$ cat src/rtl/ecc_mem_responder_if.sv
// ----------------------------------------------------------------------------
// ecc_mem_responder_if
// Purpose : request/response bus between a requester and ecc_mem_responder.
//           The requester uses the master modport and the responder uses the
//           slave modport.
// Signals : req_valid/req_ready/req_we/req_addr/sel     request handshake
//           wdata_up/wdata_down                         write data, [0:15]
//           inj_en/inj_mask_up/inj_mask_down            fault injection
//           rsp_valid/rsp_ready/rdata_up/rdata_down     read response
//           inj_count                                   injected-write count
// ----------------------------------------------------------------------------
interface ecc_mem_responder_if #(
    parameter int DEPTH = 16
) ();
    localparam int AW = (DEPTH > 1) ? $clog2(DEPTH) : 1;

    logic            req_valid;
    logic            req_ready;
    logic            req_we;
    logic [AW-1:0]   req_addr;
    logic [1:0]      sel;
    logic [0:15]     wdata_up;
    logic [0:15]     wdata_down;
    logic            inj_en;
    logic [0:15]     inj_mask_up;
    logic [0:15]     inj_mask_down;
    logic            rsp_valid;
    logic            rsp_ready;
    logic [0:15]     rdata_up;
    logic [0:15]     rdata_down;
    logic [7:0]      inj_count;

    modport master (
        output req_valid, req_we, req_addr, sel, wdata_up, wdata_down,
               inj_en, inj_mask_up, inj_mask_down, rsp_ready,
        input  req_ready, rsp_valid, rdata_up, rdata_down, inj_count
    );

    modport slave (
        input  req_valid, req_we, req_addr, sel, wdata_up, wdata_down,
               inj_en, inj_mask_up, inj_mask_down, rsp_ready,
        output req_ready, rsp_valid, rdata_up, rdata_down, inj_count
    );
endinterface

$ cat src/rtl/ecc_mem_responder.sv
// ----------------------------------------------------------------------------
// ecc_mem_responder
// Purpose : two 16-bit memory banks ("up" and "down") that together hold a
//           32-bit ECC word. Writes complete in the accept cycle, with an
//           optional XOR fault-injection mask. Reads are returned through a
//           valid/ready response two cycles after acceptance.
// Ports   : clk    rising-edge clock
//           rst_n  synchronous active-low reset
//           bus    ecc_mem_responder_if slave modport (request, response,
//                  fault injection and inj_count)
// ----------------------------------------------------------------------------
module ecc_mem_responder #(
    parameter int DEPTH = 16
) (
    input  logic                 clk,
    input  logic                 rst_n,
    ecc_mem_responder_if.slave   bus
);
    localparam int AW = (DEPTH > 1) ? $clog2(DEPTH) : 1;
    // Address limit held one bit wider so DEPTH itself is representable.
    localparam logic [AW:0] DEPTH_W = (AW + 1)'(DEPTH);

    typedef enum logic [1:0] {
        IDLE = 2'd0,
        READ = 2'd1,
        RESP = 2'd2
    } state_t;

    state_t        r_state;
    state_t        w_stateNext;
    logic          w_reqReady;
    logic          w_rspValid;

    logic [0:15]   r_memUp   [DEPTH];
    logic [0:15]   r_memDown [DEPTH];

    logic [AW-1:0] r_addr;
    logic          r_addrOk;
    logic [1:0]    r_sel;
    logic [0:15]   r_rdataUp;
    logic [0:15]   r_rdataDown;
    logic [7:0]    r_injCount;

    logic          w_accept;
    logic          w_wrAccept;
    logic          w_rdAccept;
    logic          w_addrOk;
    logic          w_selUp;
    logic          w_selDown;
    logic          w_injHit;
    logic          w_rdSelUp;
    logic          w_rdSelDown;

    // sel: 00 = up only, 01 = down only, 1x = both banks.
    assign w_selUp     = bus.sel[1] | ~bus.sel[0];
    assign w_selDown   = bus.sel[1] |  bus.sel[0];
    assign w_rdSelUp   = r_sel[1]   | ~r_sel[0];
    assign w_rdSelDown = r_sel[1]   |  r_sel[0];

    // Only reachable addresses are valid; always true for power-of-2 DEPTH.
    assign w_addrOk   = {1'b0, bus.req_addr} < DEPTH_W;

    assign w_accept   = (r_state == IDLE) && bus.req_valid;
    assign w_wrAccept = w_accept &&  bus.req_we;
    assign w_rdAccept = w_accept && !bus.req_we;

    // An injection counts only if a selected bank actually gets a flipped bit,
    // regardless of whether the address is in range.
    assign w_injHit = w_wrAccept && bus.inj_en &&
                      ((w_selUp   && (bus.inj_mask_up   != '0)) ||
                       (w_selDown && (bus.inj_mask_down != '0)));

    // State register; reset discards any read in flight.
    always_ff @(posedge clk) begin
        if (!rst_n) begin
            r_state <= IDLE;
        end else begin
            r_state <= w_stateNext;
        end
    end

    // Next-state and handshake outputs. Writes never leave IDLE, so they can
    // be accepted every cycle.
    always_comb begin
        w_stateNext = r_state;
        w_reqReady  = 1'b0;
        w_rspValid  = 1'b0;
        unique case (r_state)
            IDLE: begin
                w_reqReady = 1'b1;
                if (bus.req_valid && !bus.req_we) begin
                    w_stateNext = READ;
                end
            end
            READ: begin
                w_stateNext = RESP;
            end
            RESP: begin
                w_rspValid = 1'b1;
                if (bus.rsp_ready) begin
                    w_stateNext = IDLE;
                end
            end
            default: begin
                w_stateNext = IDLE;
            end
        endcase
    end

    // Bank storage: writes land in the accept cycle, with the injection mask
    // folded in, so later reads need no forwarding.
    always_ff @(posedge clk) begin
        if (!rst_n) begin
            for (int i = 0; i < DEPTH; i++) begin
                r_memUp[i]   <= '0;
                r_memDown[i] <= '0;
            end
        end else if (w_wrAccept && w_addrOk) begin
            if (w_selUp) begin
                r_memUp[bus.req_addr]   <= bus.wdata_up ^
                                           (bus.inj_en ? bus.inj_mask_up : 16'h0000);
            end
            if (w_selDown) begin
                r_memDown[bus.req_addr] <= bus.wdata_down ^
                                           (bus.inj_en ? bus.inj_mask_down : 16'h0000);
            end
        end
    end

    // Read request capture: address and bank select are frozen at acceptance
    // so requester inputs are free to change while the read is in flight.
    always_ff @(posedge clk) begin
        if (!rst_n) begin
            r_addr   <= '0;
            r_addrOk <= 1'b0;
            r_sel    <= 2'b00;
        end else if (w_rdAccept) begin
            r_addr   <= bus.req_addr;
            r_addrOk <= w_addrOk;
            r_sel    <= bus.sel;
        end
    end

    // Read data register: loaded only in READ, so it holds steady through a
    // stalled RESP. Unselected banks and out-of-range addresses read as zero.
    always_ff @(posedge clk) begin
        if (!rst_n) begin
            r_rdataUp   <= '0;
            r_rdataDown <= '0;
        end else if (r_state == READ) begin
            r_rdataUp   <= (w_rdSelUp   && r_addrOk) ? r_memUp[r_addr]   : 16'h0000;
            r_rdataDown <= (w_rdSelDown && r_addrOk) ? r_memDown[r_addr] : 16'h0000;
        end
    end

    // Saturating count of writes that injected at least one fault bit.
    always_ff @(posedge clk) begin
        if (!rst_n) begin
            r_injCount <= '0;
        end else if (w_injHit && (r_injCount != 8'hFF)) begin
            r_injCount <= r_injCount + 8'd1;
        end
    end

    assign bus.req_ready  = w_reqReady;
    assign bus.rsp_valid  = w_rspValid;
    assign bus.rdata_up   = r_rdataUp;
    assign bus.rdata_down = r_rdataDown;
    assign bus.inj_count  = r_injCount;
endmodule
$ cat src/flat_wrapper.sv
// flat-port wrapper written by rule: the top's interface ports become plain ports
module ecc_mem_responder_flat 
#(
    parameter int DEPTH = 16
)
  (clk, rst_n, bus_req_valid, bus_req_we, bus_req_addr, bus_sel, bus_wdata_up, bus_wdata_down, bus_inj_en, bus_inj_mask_up, bus_inj_mask_down, bus_rsp_ready, bus_req_ready, bus_rsp_valid, bus_rdata_up, bus_rdata_down, bus_inj_count);
  ecc_mem_responder_if #(.DEPTH(DEPTH)) bus_i ();
  input  logic clk;
  input  logic rst_n;
  input wire logic [$bits(bus_i.req_valid)-1:0] bus_req_valid;
  input wire logic [$bits(bus_i.req_we)-1:0] bus_req_we;
  input wire logic [$bits(bus_i.req_addr)-1:0] bus_req_addr;
  input wire logic [$bits(bus_i.sel)-1:0] bus_sel;
  input wire logic [$bits(bus_i.wdata_up)-1:0] bus_wdata_up;
  input wire logic [$bits(bus_i.wdata_down)-1:0] bus_wdata_down;
  input wire logic [$bits(bus_i.inj_en)-1:0] bus_inj_en;
  input wire logic [$bits(bus_i.inj_mask_up)-1:0] bus_inj_mask_up;
  input wire logic [$bits(bus_i.inj_mask_down)-1:0] bus_inj_mask_down;
  input wire logic [$bits(bus_i.rsp_ready)-1:0] bus_rsp_ready;
  output wire logic [$bits(bus_i.req_ready)-1:0] bus_req_ready;
  output wire logic [$bits(bus_i.rsp_valid)-1:0] bus_rsp_valid;
  output wire logic [$bits(bus_i.rdata_up)-1:0] bus_rdata_up;
  output wire logic [$bits(bus_i.rdata_down)-1:0] bus_rdata_down;
  output wire logic [$bits(bus_i.inj_count)-1:0] bus_inj_count;
  assign bus_i.req_valid = bus_req_valid;
  assign bus_i.req_we = bus_req_we;
  assign bus_i.req_addr = bus_req_addr;
  assign bus_i.sel = bus_sel;
  assign bus_i.wdata_up = bus_wdata_up;
  assign bus_i.wdata_down = bus_wdata_down;
  assign bus_i.inj_en = bus_inj_en;
  assign bus_i.inj_mask_up = bus_inj_mask_up;
  assign bus_i.inj_mask_down = bus_inj_mask_down;
  assign bus_i.rsp_ready = bus_rsp_ready;
  assign bus_req_ready = bus_i.req_ready;
  assign bus_rsp_valid = bus_i.rsp_valid;
  assign bus_rdata_up = bus_i.rdata_up;
  assign bus_rdata_down = bus_i.rdata_down;
  assign bus_inj_count = bus_i.inj_count;
  ecc_mem_responder #(.DEPTH(DEPTH)) u_core (.clk(clk), .rst_n(rst_n), .bus(bus_i));
endmodule
$ cat config.mk
export PLATFORM = sky130hd
export DESIGN_NAME = ecc_mem_responder_flat
export DESIGN_NICKNAME = d
export VERILOG_FILES = /design/src/rtl/ecc_mem_responder_if.sv /design/src/rtl/ecc_mem_responder.sv /design/src/flat_wrapper.sv
export SDC_FILE = /design/constraint.sdc
export NUM_CORES = 1
export LEC_CHECK = 0
export CAP_MARGIN = 0
export CORE_UTILIZATION = 40
export CTS_CLUSTER_SIZE = 25
export DETAILED_ROUTE_END_ITERATION = 8
export SETUP_SLACK_MARGIN = 0.2
export SYNTH_ARGS = -nofsm -noshare
export SYNTH_HDL_FRONTEND = slang
export SYNTH_SLANG_ARGS = --single-unit
$ cat constraint.sdc
create_clock -name clk -period 4.35 [get_ports clk]
set_clock_uncertainty 0.2 [all_clocks]
set_input_delay 0.6525 -clock clk [delete_from_list [all_inputs] [get_ports clk]]
set_output_delay 0.6525 -clock clk [all_outputs]
set_load 0.005 [all_outputs]
* Word level (Yosys, flattened, before mapping)
Memory sizes are Yosys's and may differ from the RTL's. A register that Yosys moved wholly into a read port is not among the register bits. Index checks and enable logic that the tools add are counted.
Word-level totals: bits in writable memories 512, memories kept 2, register bits after elaboration 49, output and inout port bits 42, logic and storage cells 70, input port bits 76
Memory list:
- u_core.r_memDown | depth 16, width 16, rd ports 1, clocked after memory_dff 1, wr ports 16, line ecc_mem_responder.sv:35 | logic [0:15] r_memDown [DEPTH];
- u_core.r_memUp | depth 16, width 16, rd ports 1, clocked after memory_dff 1, wr ports 16, line ecc_mem_responder.sv:34 | logic [0:15] r_memUp [DEPTH];
Cells by class: $add $sub $neg 1, reductions and logical operators 19, bitwise logic cells 8, eq/ne operators 5, muxes and demuxes 28
Operators with widths (number):
- two-way mux 16 bit | 6
- nonzero test 16 bit | 2
- OR reduction 16 bit | 2
- bitwise XOR 16 bit | 2
- two-way mux 4 bit | 6
- two-way mux 1 bit | 13
- logical AND 1 bit | 11
- adder 8 x 1 -> 8 bit (second input constant) | 1
- != test 8 bit (second input constant) | 1
- one-hot mux 2 bit (3 select lines) | 1
- two-way mux 2 bit | 2
- != test 2 bit (second input constant) | 2
- OR 1 bit | 4
- equality test 2 x 1 -> 1 bit (second input constant) | 1
- equality test 2 bit (second input constant) | 1
- logical NOT 2 bit | 1
- NOT 1 bit | 2
- AND reduction 2 bit | 1
- logical NOT 1 bit | 1
- logical OR 1 bit | 1

* Logic depth before layout (Yosys ltp)
word-level depth 8, gate-level depth with buffers 8, gate-level depth less buffers 6

* Worst setup path before layout
OpenSTA, ideal clock, no wires.
kind input -> register, start point in bus_req_valid, end point mem u_core.r_memDown[1][0] (netlist name) (enable), path buffers 1, required time 3.778 ns, stages 6, arrival 2.106 ns, setup slack 1.672 ns, cell sequence and4bb_2 > nand3b_2 > nor3_2 > nand2_2 > buf_2 > nand2_1
RTL lines:
- start, declared | line flat_wrapper.sv:10 | input wire logic [$bits(bus_i.req_valid)-1:0] bus_req_valid;
- end, declared | line ecc_mem_responder.sv:35

==> impl_metrics.yaml <==
pwr:
  swShare: 0.232
  power-per-cell-area_nw_per_um2: 432
  p_clk_frac: 0.417
  ir_drop_mv: 0.317
  p_int_uw: 9410
  switchingPower_uw: 2840
  leakage_uw: 0.00987
  seqPwrFrac: 0.505
  comb_power_share: 0.078
route:
  drtIter0Drc: 1761
  first_pass_iters: 5
  antenna_left: 0
  wl_per_cell_um: 25.9
  routed_via_density: 5.67
  vias: 15000
  drt-total-wl_mm: 68.4
  post-route-drc-count: 0
logic_synthesis:
  ys_async_sr_fraction: 0
  synth_nets: 1782
  synth_area_um2: 24200
  yosysSeqAreaShare: 0.678
  synth_flop_cell: "edfxtp_1"
  synth-seq-cells: 565
  synth_area_per_cell_um2: 14.2
  synth_edf_count: 512
  synthCells: 1705
  yosysUniqueCellTypes: 42
  yosys_warnings: 0
floorplan:
  coreArea_um2: 59500
  start_util: 0.408
  rows: 89
  die_area_um2: 61600
  io_pins: 118
  die_h_um: 248
  die_w_um: 248
sta:
  rsz0062_at_grt: "false"
  fin_crit_sh: 0.722
  drv_slew: 0
  setup_viol: 0
  clock.fmax_mhz: 318
  layout_min_cycle_time_ps: 3140
  setup_tns_ps: 0
  slew_headroom: 0.227
  worstMarginPinSlew_ps: 1160
  finalHoldViolCount: 0
setup_path:
  worstSetupPathType: "input pin to flop"
  path_max_fanout: 17
  rr_endpoint: "u_core.r_memUp[3][11]$_SDFFCE_PN0P_"
  arrival_ps: 3180
  r2r_slack_ps: 1290
  end_kind: "flop"
  cp-start-kind: "input pin"
  reg2reg_depth: 5
  rr_startpoint: "u_core.r_state[1]$_SDFFE_PN0P_"
  required_ps: 4390
clock_tree:
  cts_tree: "yes"
  h-tree-depth: 2
  cts_max_path_buffers: 3
  numCtsBuffers: 57
  cts_hold_buf: 0
  numClockSinks: 565
  cts_setup_buffers: 0
  path_clk_slew_ps: 60
  worstSkewPairLatency_ps: 620
  clock-root-buffer: "clkbuf_16"
  cts.repair.resized: 0
status:
  status: "complete, no violations"
hold_path:
  min_from: "u_core.bus.rdata_up[14]$_SDFFE_PN0N_"
  hold_end: "u_core.bus.rdata_up[14]$_SDFFE_PN0N_"
  hold_depth: 1
  hold_path_class: "flop to flop"
global_route:
  grt_first_pass_wirelength_mm: 98.3
  grt_max_degree: 57
  grt-ovfl-total: 0
  track_usage: 0.225
  first_global_vias: 14200
  antenna_found_initial: 1
final_layout:
  synthToLayoutAreaGrowth_pct: 16.9
  num_antenna_cells: 0
  layout_common_cells: "546 x nor2_1, 512 x edfxtp_1, 128 x mux4_2"
  fillers: 5205
  fin_cells: 2645
  drive_gt1_frac: 0.178
  layout.nets: 1902
  final_common_cell: "nor2_1"
placed_design:
  placed_cells: 2539
  gp_congestion: 0.906
  io_buffer_count: 117
  hpwl_mm: 45.9
job:
  cap_violations: 0
==> layout make-up <==
class,count,area (µm²),area share
Inverter,3,11.3,0.000397
Sequential cell,565,16400,0.580
Multi-Input combinational cell,1012,7250,0.256
Timing Repair Buffer,186,1730,0.0610
Clock buffer,74,1510,0.0533
Tap cell,773,967,0.0341
Clock inverter,32,425,0.0150
==> power groups by stage <==
stage	registers [µW]	logic (µW)	clock network, µW
floorplan	6220	528	0
global placement	6290	938	0
detailed placement	6290	945	0
CTS	6180	947	5170
global route	6200	997	5380
finish	6190	952	5110
==> Yosys cell counts (2+ instances only) <==
cell	number	area, µm²
a21o_1	16	120
a21oi_1	24	120
and2_1	3	18.8
buf_1	6	22.5
buf_2	52	260
clkbuf_1	63	236
clkbuf_2	2	10.0
dfxtp_1	53	1060
edfxtp_1	512	15400
inv_1	3	11.3
mux2i_1	72	721
mux4_2	128	2880
nand2_1	74	278
nand2_2	32	200
nand2b_1	5	31.3
nand3_1	2	10.0
nand4_1	3	18.8
nor2_1	546	2050
nor2b_1	3	18.8
nor3_2	4	40.0
nor4_1	8	50.1
o21ai_0	17	85.1
o22ai_1	17	106
o31ai_1	5	37.5
or2_2	2	12.5
or3_1	2	12.5
or4_1	5	37.5
xor2_1	32	280
==> metrics by stage <==
stage / hold WS [ps] / power [µW] / utilization / setup slack, ps / cell area, µm²
global placement: 237 / 7230 / 0.444 / 632 / 26400
finish: 251 / 12300 / 0.477 / 1210 / 28300
global route: 278 / 12600 / 0.477 / 1090 / 28300
CTS: 255 / 12300 / 0.477 / 1220 / 28300
detailed placement: 240 / 7240 / 0.444 / 571 / 26400
floorplan: 241 / 6750 / - / 1670 / 24200
==> worst max-delay path: stages <==
cell,delay (ps)
clkdlybuf4s50_1,480
and4bb_2,310
nand3b_2,160
nor3_2,540
nand2_2,350
nand2_1,680
==> per-layer routing <==
| layer | global-route usage | part of all wire | vias up |
|---|---|---|---|
| met5 | 0 | 0.00013 | - |
| met4 | 0.0585 | 0.023 | 2 |
| met3 | 0.0601 | 0.11 | 92 |
| met2 | 0.312 | 0.43 | 771 |
| met1 | 0.346 | 0.44 | 7699 |
| li1 | - | - | 6439 |
==> kinds of logic after synthesis <==
kind of cell / share of synthesized area
AND/OR/NAND/NOR: 0.118
flip-flops: 0.678
multiplexers: 0.149
buffers and inverters: 0.0231
AO/OA/AOI/OAI: 0.0201
XOR/XNOR: 0.0116
adder cells (fa/ha/maj): 0.000516
==> worst max path at each step <==
stage / start / to / slack [ps] / depth (start not counted)
finish: bus_req_we / u_core.r_memUp[3][11]$_SDFFCE_PN0P_ / 1210 / 6
global route: bus_req_we / u_core.r_memDown[15][3]$_SDFFCE_PN0P_ / 1090 / 6
CTS: bus_req_we / u_core.r_memDown[9][11]$_SDFFCE_PN0P_ / 1220 / 6
detailed placement: bus_req_we / u_core.r_memUp[3][0]$_SDFFCE_PN0P_ / 570 / 6
global placement: bus_req_we / u_core.r_memUp[3][0]$_SDFFCE_PN0P_ / 630 / 6
floorplan: bus_req_valid / u_core.r_memDown[1][0]$_SDFFCE_PN0P_ / 1670 / 6
==> registers in the layout, summed over array words and instances (netlist names), named ones only <==
signal / count
u_core.r_sel: 2
u_core.bus.inj_count: 8
u_core.r_addrOk: 1
u_core.r_state: 2
u_core.r_addr: 4
u_core.bus.rdata_up: 16
u_core.r_memDown: 256
u_core.r_memUp: 256
u_core.bus.rdata_down: 16
No activity file was read; power rests on OpenSTA's default activity.
